### src/rtl/pin_match_engine.sv
// pin_match_engine
// ----------------
// PIN verification engine for the door-lock keypad path. It accepts a captured
// PIN over a ready/valid handshake, takes one cycle to compare it against the
// master PIN and the enabled user slots, and then presents a one-cycle verdict
// strobe. It also counts consecutive failures and enforces a timed lockout.
// If no master PIN is programmed yet, only the factory code is recognised. That
// code authorises the first master update.
//
// Ports
//   clk, rst       clock; asynchronous active-high reset
//   req_valid/_ready/_pin   PIN request handshake (digit1 in the MSBs)
//   master_pin, master_set  programmed master PIN and its "programmed" flag
//   user_pins, user_en      user PIN slots (slot 0 in the LSBs) and enables
//   res_valid      one-cycle result strobe
//   res_master/res_user/res_update/res_fail  one-hot verdict while res_valid
//   res_idx        matching user slot (0 unless res_user)
//   fail_count     consecutive failures, saturating at MAX_FAILS
//   locked         lockout active
module pin_match_engine #(
  parameter int DIGITS      = 4,
  parameter int DIGIT_W     = 4,
  parameter int NUM_PINS    = 4,
  parameter int MAX_FAILS   = 3,
  parameter int LOCK_CYCLES = 1000,
  parameter logic [DIGITS*DIGIT_W-1:0] FACTORY_CODE = 16'h1234,
  localparam int PIN_W = DIGITS * DIGIT_W,
  localparam int IDX_W = (NUM_PINS > 1) ? $clog2(NUM_PINS) : 1,
  localparam int FC_W  = $clog2(MAX_FAILS + 1)
) (
  input  logic                      clk,
  input  logic                      rst,
  input  logic                      req_valid,
  output logic                      req_ready,
  input  logic [PIN_W-1:0]          req_pin,
  input  logic [PIN_W-1:0]          master_pin,
  input  logic                      master_set,
  input  logic [NUM_PINS*PIN_W-1:0] user_pins,
  input  logic [NUM_PINS-1:0]       user_en,
  output logic                      res_valid,
  output logic                      res_master,
  output logic                      res_user,
  output logic                      res_update,
  output logic                      res_fail,
  output logic [IDX_W-1:0]          res_idx,
  output logic [FC_W-1:0]           fail_count,
  output logic                      locked
);

  // The lock counter only needs to hold LOCK_CYCLES-1, because the counter
  // value 0 is itself the last locked cycle.
  localparam int LOCK_W = (LOCK_CYCLES > 1) ? $clog2(LOCK_CYCLES) : 1;
  localparam logic [LOCK_W-1:0] LOCK_LOAD = LOCK_W'(LOCK_CYCLES - 1);
  localparam logic [FC_W-1:0]   FC_MAX    = FC_W'(MAX_FAILS);

  typedef enum logic [1:0] {S_IDLE, S_CHECK, S_RESULT, S_LOCKED} state_t;
  typedef enum logic [1:0] {V_FAIL, V_MASTER, V_USER, V_UPDATE} verdict_t;

  state_t            state_q,   state_d;
  verdict_t          verdict_q, verdict_d;
  logic [PIN_W-1:0]  pin_q,     pin_d;
  logic [IDX_W-1:0]  idx_q,     idx_d;
  logic [FC_W-1:0]   fail_q,    fail_d;
  logic [LOCK_W-1:0] lock_q,    lock_d;

  // Combinational verdict for the captured PIN. Only the CHECK state registers
  // it, so the configuration inputs matter only in that cycle.
  verdict_t         verdict_c;
  logic [IDX_W-1:0] idx_c;

  always_comb begin
    // NOTE: every always_comb output gets a default first. If a path left one
    // unassigned, synthesis would infer a latch.
    verdict_c = V_FAIL;
    idx_c     = '0;
    if (!master_set) begin
      if (pin_q == FACTORY_CODE) verdict_c = V_UPDATE;
    end else if (pin_q == master_pin) begin
      verdict_c = V_MASTER;
    end else begin
      // The loop scans from the highest slot down, so the last hit it sees is
      // the lowest-index enabled slot.
      for (int i = NUM_PINS - 1; i >= 0; i--) begin
        if (user_en[i] && (user_pins[i*PIN_W +: PIN_W] == pin_q)) begin
          verdict_c = V_USER;
          idx_c     = IDX_W'(i);
        end
      end
    end
  end

  // Next-state logic.
  always_comb begin
    state_d   = state_q;
    verdict_d = verdict_q;
    pin_d     = pin_q;
    idx_d     = idx_q;
    fail_d    = fail_q;
    lock_d    = lock_q;
    unique case (state_q)
      S_IDLE: begin
        if (req_valid) begin
          pin_d   = req_pin;
          state_d = S_CHECK;
        end
      end
      S_CHECK: begin
        verdict_d = verdict_c;
        idx_d     = idx_c;
        state_d   = S_RESULT;
      end
      S_RESULT: begin
        if (verdict_q != V_FAIL) begin
          fail_d  = '0;
          state_d = S_IDLE;
        end else if (int'(fail_q) + 1 < MAX_FAILS) begin
          fail_d  = fail_q + FC_W'(1);
          state_d = S_IDLE;
        end else begin
          fail_d  = FC_MAX;
          lock_d  = LOCK_LOAD;
          state_d = S_LOCKED;
        end
      end
      S_LOCKED: begin
        if (lock_q == '0) begin
          fail_d  = '0;
          state_d = S_IDLE;
        end else begin
          lock_d = lock_q - LOCK_W'(1);
        end
      end
      default: state_d = S_IDLE;
    endcase
  end

  // NOTE: sequential state uses non-blocking assignments only. All registers
  // then update together at the edge, regardless of statement order.
  always_ff @(posedge clk or posedge rst) begin
    if (rst) begin
      state_q   <= S_IDLE;
      verdict_q <= V_FAIL;
      pin_q     <= '0;
      idx_q     <= '0;
      fail_q    <= '0;
      lock_q    <= '0;
    end else begin
      state_q   <= state_d;
      verdict_q <= verdict_d;
      pin_q     <= pin_d;
      idx_q     <= idx_d;
      fail_q    <= fail_d;
      lock_q    <= lock_d;
    end
  end

  // The outputs decode registered state, so the strobe is glitch-free and
  // holds exactly the RESULT cycle.
  assign req_ready  = (state_q == S_IDLE);
  assign res_valid  = (state_q == S_RESULT);
  assign res_master = res_valid && (verdict_q == V_MASTER);
  assign res_user   = res_valid && (verdict_q == V_USER);
  assign res_update = res_valid && (verdict_q == V_UPDATE);
  assign res_fail   = res_valid && (verdict_q == V_FAIL);
  assign res_idx    = res_user ? idx_q : '0;
  assign fail_count = fail_q;
  assign locked     = (state_q == S_LOCKED);

endmodule

### config.mk
export PLATFORM = sky130hd
export DESIGN_NAME = pin_match_engine
export DESIGN_NICKNAME = d
export VERILOG_FILES = /design/src/rtl/pin_match_engine.sv
export SDC_FILE = /design/constraint.sdc
export NUM_CORES = 1
export LEC_CHECK = 0
export BUFFER_PORTS_ARGS = -buffer_cell sky130_fd_sc_hd__buf_2
export CORE_AREA = 2 2 79 81
export DETAILED_ROUTE_END_ITERATION = 8
export DIE_AREA = 0 0 81 83
export PLACE_DENSITY = 0.75
export RECOVER_POWER = 100
export SLEW_MARGIN = 10
export SYNTH_ARGS = -nofsm -noshare
export SYNTH_HDL_FRONTEND = slang
export SYNTH_SLANG_ARGS = --single-unit
export TNS_END_PERCENT = 100
### constraint.sdc
create_clock -name clk -period 2.1 [get_ports clk]
set_input_delay 0.42 -clock clk [delete_from_list [all_inputs] [get_ports clk]]
set_output_delay 0.42 -clock clk [all_outputs]
set_load 0.02 [all_outputs]
==> summary by stage <==
Run status
The run finished with clean final reports.

Power and ir drop
Cell internal power was estimated by the tool at 0.002308 W. IR analysis of the VDD net gives a maximum drop of 0.7374 mV. The clock share of power is 12.5%. Net switching is a little over two fifths of the power. Sequential cells account for 36.6% of the total power. Summed over all nets, the switching power comes to roughly 0.0017 W.

The power density normalized to cell area is 1217 nW/um^2. The portion of total power attributed to combinational logic is 50.9%. For this design the static power due to leakage is around 1.5 nW.

Finish
The number of antenna diodes in the final layout is 0. The area growth from synthesis to layout is 30.29%. Of the cells placed in the final design, the portion with a size suffix greater than 1 is 39.58%. In the layout the commonest cells are sky130_fd_sc_hd__buf_2, sky130_fd_sc_hd__xnor2_1, sky130_fd_sc_hd__xor2_1, sky130_fd_sc_hd__dfrtp_1, sky130_fd_sc_hd__nand2_1. The layout net count is about 500. The most frequent standard cell in the layout excluding fill and tap cells is sky130_fd_sc_hd__buf_2. Cells fill a little under three fifths of the core in the end.

CTS
The total number of clock tree sinks is 34. Post-CTS timing repair inserted 0 buffers for setup. CTS placed an instance of sky130_fd_sc_hd__clkbuf_8 at the clock tree root. The depth of the CTS H-tree is 2. Clock-pin slew was measured on the worst setup and hold paths at ~0.07 ns.

TritonCTS built the clock tree. The clock insertion delay at the later pin of the skew report is slightly below 0.3 ns. The number of clock buffers added by TritonCTS is 5. The maximum buffer depth of the clock tree is 2.

Floorplanning
The floorplan step set the die height to 83 um. The die boundary width is around 81 um. The number of top-level pins is between 100 and 150. The starting utilization of the core area is between 40% and 50%.

The core region is approximately 5800 um^2. The number of placement rows is 28. The total die area is roughly 6700 um^2.

Synthesis
The number of nets handed over by synthesis was 372. In this run the cell area of the synthesized design comes to 2552 um^2. The unique cell type count in the Yosys netlist is 39. For this run, the leading register cell type out of synthesis is sky130_fd_sc_hd__dfrtp_1.

The per-instance average area after synthesis is about 9.6 um^2. The number of instances in the synthesized netlist is 266. Synthesis inferred 34 register bits. The share of synthesized flip-flops with an asynchronous set or reset is 100.0%. Summing the sequential cell areas from Yosys gives 33.33% of the chip area. Yosys mapped a number of flops with a built-in enable equal to 0. The synthesis warning total is 0.

GRT
The first global-routing pass estimated 11360 um of wire. The number of antenna violations at the first check in global routing is 0. The number of global-route vias before repair was between 2000 and 2500.

The total overflow reported by the global router is 0. Global routing consumed, over all layers together, 21.99% of the routing resources. Entering global routing, the biggest net connects 35 pins.

STA
The relative max-transition margin is between 40 and 50%. The count of endpoints failing hold in the final timing report was 0. The worst-case clock skew is about 0.0027 ns. Setup violations remaining at the end of the flow were counted as 0. The worst hold-check slack is 0.3605 ns.

The maximum clock rate is 494.4 MHz. The transition time of the tightest slew-check pin is 0.8553 ns. For the final routed database, the setup TNS stands at 0 ns.

Setup repair after global routing left no endpoint under its margin. The minimum period implied by the final worst setup slack is 2.023 ns. The final number of max-transition violations is 0. The post-route fraction of the period consumed by the critical path is 96.31%.

Critical path
The worst setup path is captured at a register. The critical path is of the register to register type. The critical-path maximum fanout is 4. The data required time at the worst endpoint is between 2 and 2.5 ns. The cell seen most often among critical-path stages is sky130_fd_sc_hd__nand4_1. The critical path launch point type is a register. For this run, the slowest stage of the critical path takes ~0.47 ns. The data arrival time of the critical path is roughly 2.3 ns.

The slowest stage of the critical path belongs to the cell sky130_fd_sc_hd__dfrtp_1. The signal on the critical path passes through buf_4 > xnor2_1 > nand4_1 > nor3_1 > nand4_1 > a41oi_1 > o22a_1.

Run
The number of max-capacitance violations reported is 0.

Drt
The first detailed-routing pass took 4 iterations. After detailed routing, the average wire length per cell comes to 15.73 um. The detail route stage leaves a number of antenna-violating nets equal to 0. The final route contains 2345 vias.

In this run, the number of DRC markers left after iteration 0 of detailed routing was 85. After detailed routing, the number of vias per cell comes to 5.109. The total length of routed wires is 7219 um. The final routed DRC violation total is 0.

Min path
The tightest min-delay check is of the input port to register type.

Place
The weighted congestion at the end of routability-driven global placement is 0.8633. After legalization and detailed placement, the total HPWL measured around 6000 um. In this run the tool buffered the top-level ports with 114 buffer cells.
critical path, delay by kind of cell, from the launching register on:
kind                      cells  cell delay [ns]
and+or+nand+nor               3             0.71
DFF                           1             0.47
AOI/OAI and AO/OA             2             0.44
buffers and inverters         1             0.20
xor gates and xnor gates      1             0.15
Yosys cell counts, drive strengths merged, types with 2 or more instances:
| master | number | share of area [%] |
|---|---|---|
| a21oi | 4 | 0.78 |
| and2 | 6 | 1.6 |
| buf | 10 | 2.9 |
| clkbuf | 8 | 1.2 |
| dfrtp | 34 | 33 |
| ha | 2 | 0.98 |
| inv | 4 | 0.59 |
| mux2 | 16 | 7.1 |
| nand2 | 20 | 2.9 |
| nand2b | 3 | 0.74 |
| nand3 | 4 | 0.78 |
| nand4 | 14 | 3.4 |
| nor2 | 10 | 1.5 |
| nor2b | 2 | 0.49 |
| nor3 | 10 | 2.0 |
| nor3b | 2 | 0.78 |
| nor4 | 10 | 2.5 |
| nor4bb | 2 | 0.78 |
| o21ai | 2 | 0.39 |
| o41ai | 2 | 0.69 |
| or3 | 2 | 0.49 |
| xnor2 | 52 | 18 |
| xor2 | 35 | 12 |
cell type report:
class                   count  area, um^2
multi-input cells         210        1617
flip-flops and latches     34       853.3
repair buffers            128       651.9
well taps                  75       93.84
clock buffers               6       82.58
clock inverters             2       12.51
fillers                   561        2490
inverters                   4       15.01
state kept, by name, indices dropped and copies added, names as in the netlist:
name and flops:
fail_count 2, idx_q 2, lock_q 10, pin_q 16, state_q 2, verdict_q 2
metrics by stage:
stage	cells	setup slack (ns)	power [W]	instance area (um^2)
after CTS	459	0.03587	0.004037	3312
final	459	0.07740	0.004047	3326
after global placement	451	0.03397	0.003440	3217
after detailed placement	451	0.02392	0.003523	3217
after floorplan	266	0.07390	0.002928	2552
after global routing	459	0.003953	0.004352	3326
worst paths after layout:
| check | end | cells after the start | from | slack, ns |
|---|---|---|---|---|
| setup / recovery | verdict_q[1] | 7 | pin_q[1] | 0.08 |
| setup reg to reg | verdict_q[1] | 7 | pin_q[1] | 0.08 |
| hold reg to reg | idx_q[1] | 2 | idx_q[1] | 0.50 |
| max in group asynchronous | pin_q[2] | 3 | rst | 1.14 |
| hold / removal | pin_q[5] | 2 | req_pin[5] | 0.36 |
| min in group asynchronous | pin_q[13] | 3 | rst | 0.37 |
kinds of logic after synthesis:
| family | count (synthesis) | synth area share (%) |
|---|---|---|
| AOI/OAI and AO/OA | 15 | 4.363 |
| adders and majority gates | 2 | 0.9802 |
| DFF | 34 | 33.33 |
| buffers and inverters | 22 | 4.706 |
| xor gates and xnor gates | 87 | 29.85 |
| muxes | 16 | 7.059 |
| and+or+nand+nor | 90 | 19.71 |
what timing repair did:
item                                    4_1_cts  5_1_grt
resized for setup                             0        8
hold buffers                                  0        0
endpoints found under the setup margin        0        4
layer usage:
metal / up-vias / track usage (%) / share of wire [%]
li1: 1142 / - / -
met1: 1097 / 29.03 / 42
met2: 96 / 36.81 / 49
met3: 10 / 3.913 / 7.1
met4: 0 / 5.547 / 1.7
met5: - / 0 / 0
power groups by stage:
stage | Combinational [W] | Clock (W) | Sequential (W)
after floorplan | 0.00180 | 0 | 0.00112
after global placement | 0.00198 | 0 | 0.00146
after detailed placement | 0.00205 | 0 | 0.00147
after CTS | 0.00206 | 0.000516 | 0.00146
after global routing | 0.00228 | 0.000551 | 0.00152
final | 0.00206 | 0.000505 | 0.00148
(Power assumes the default switching activity.)
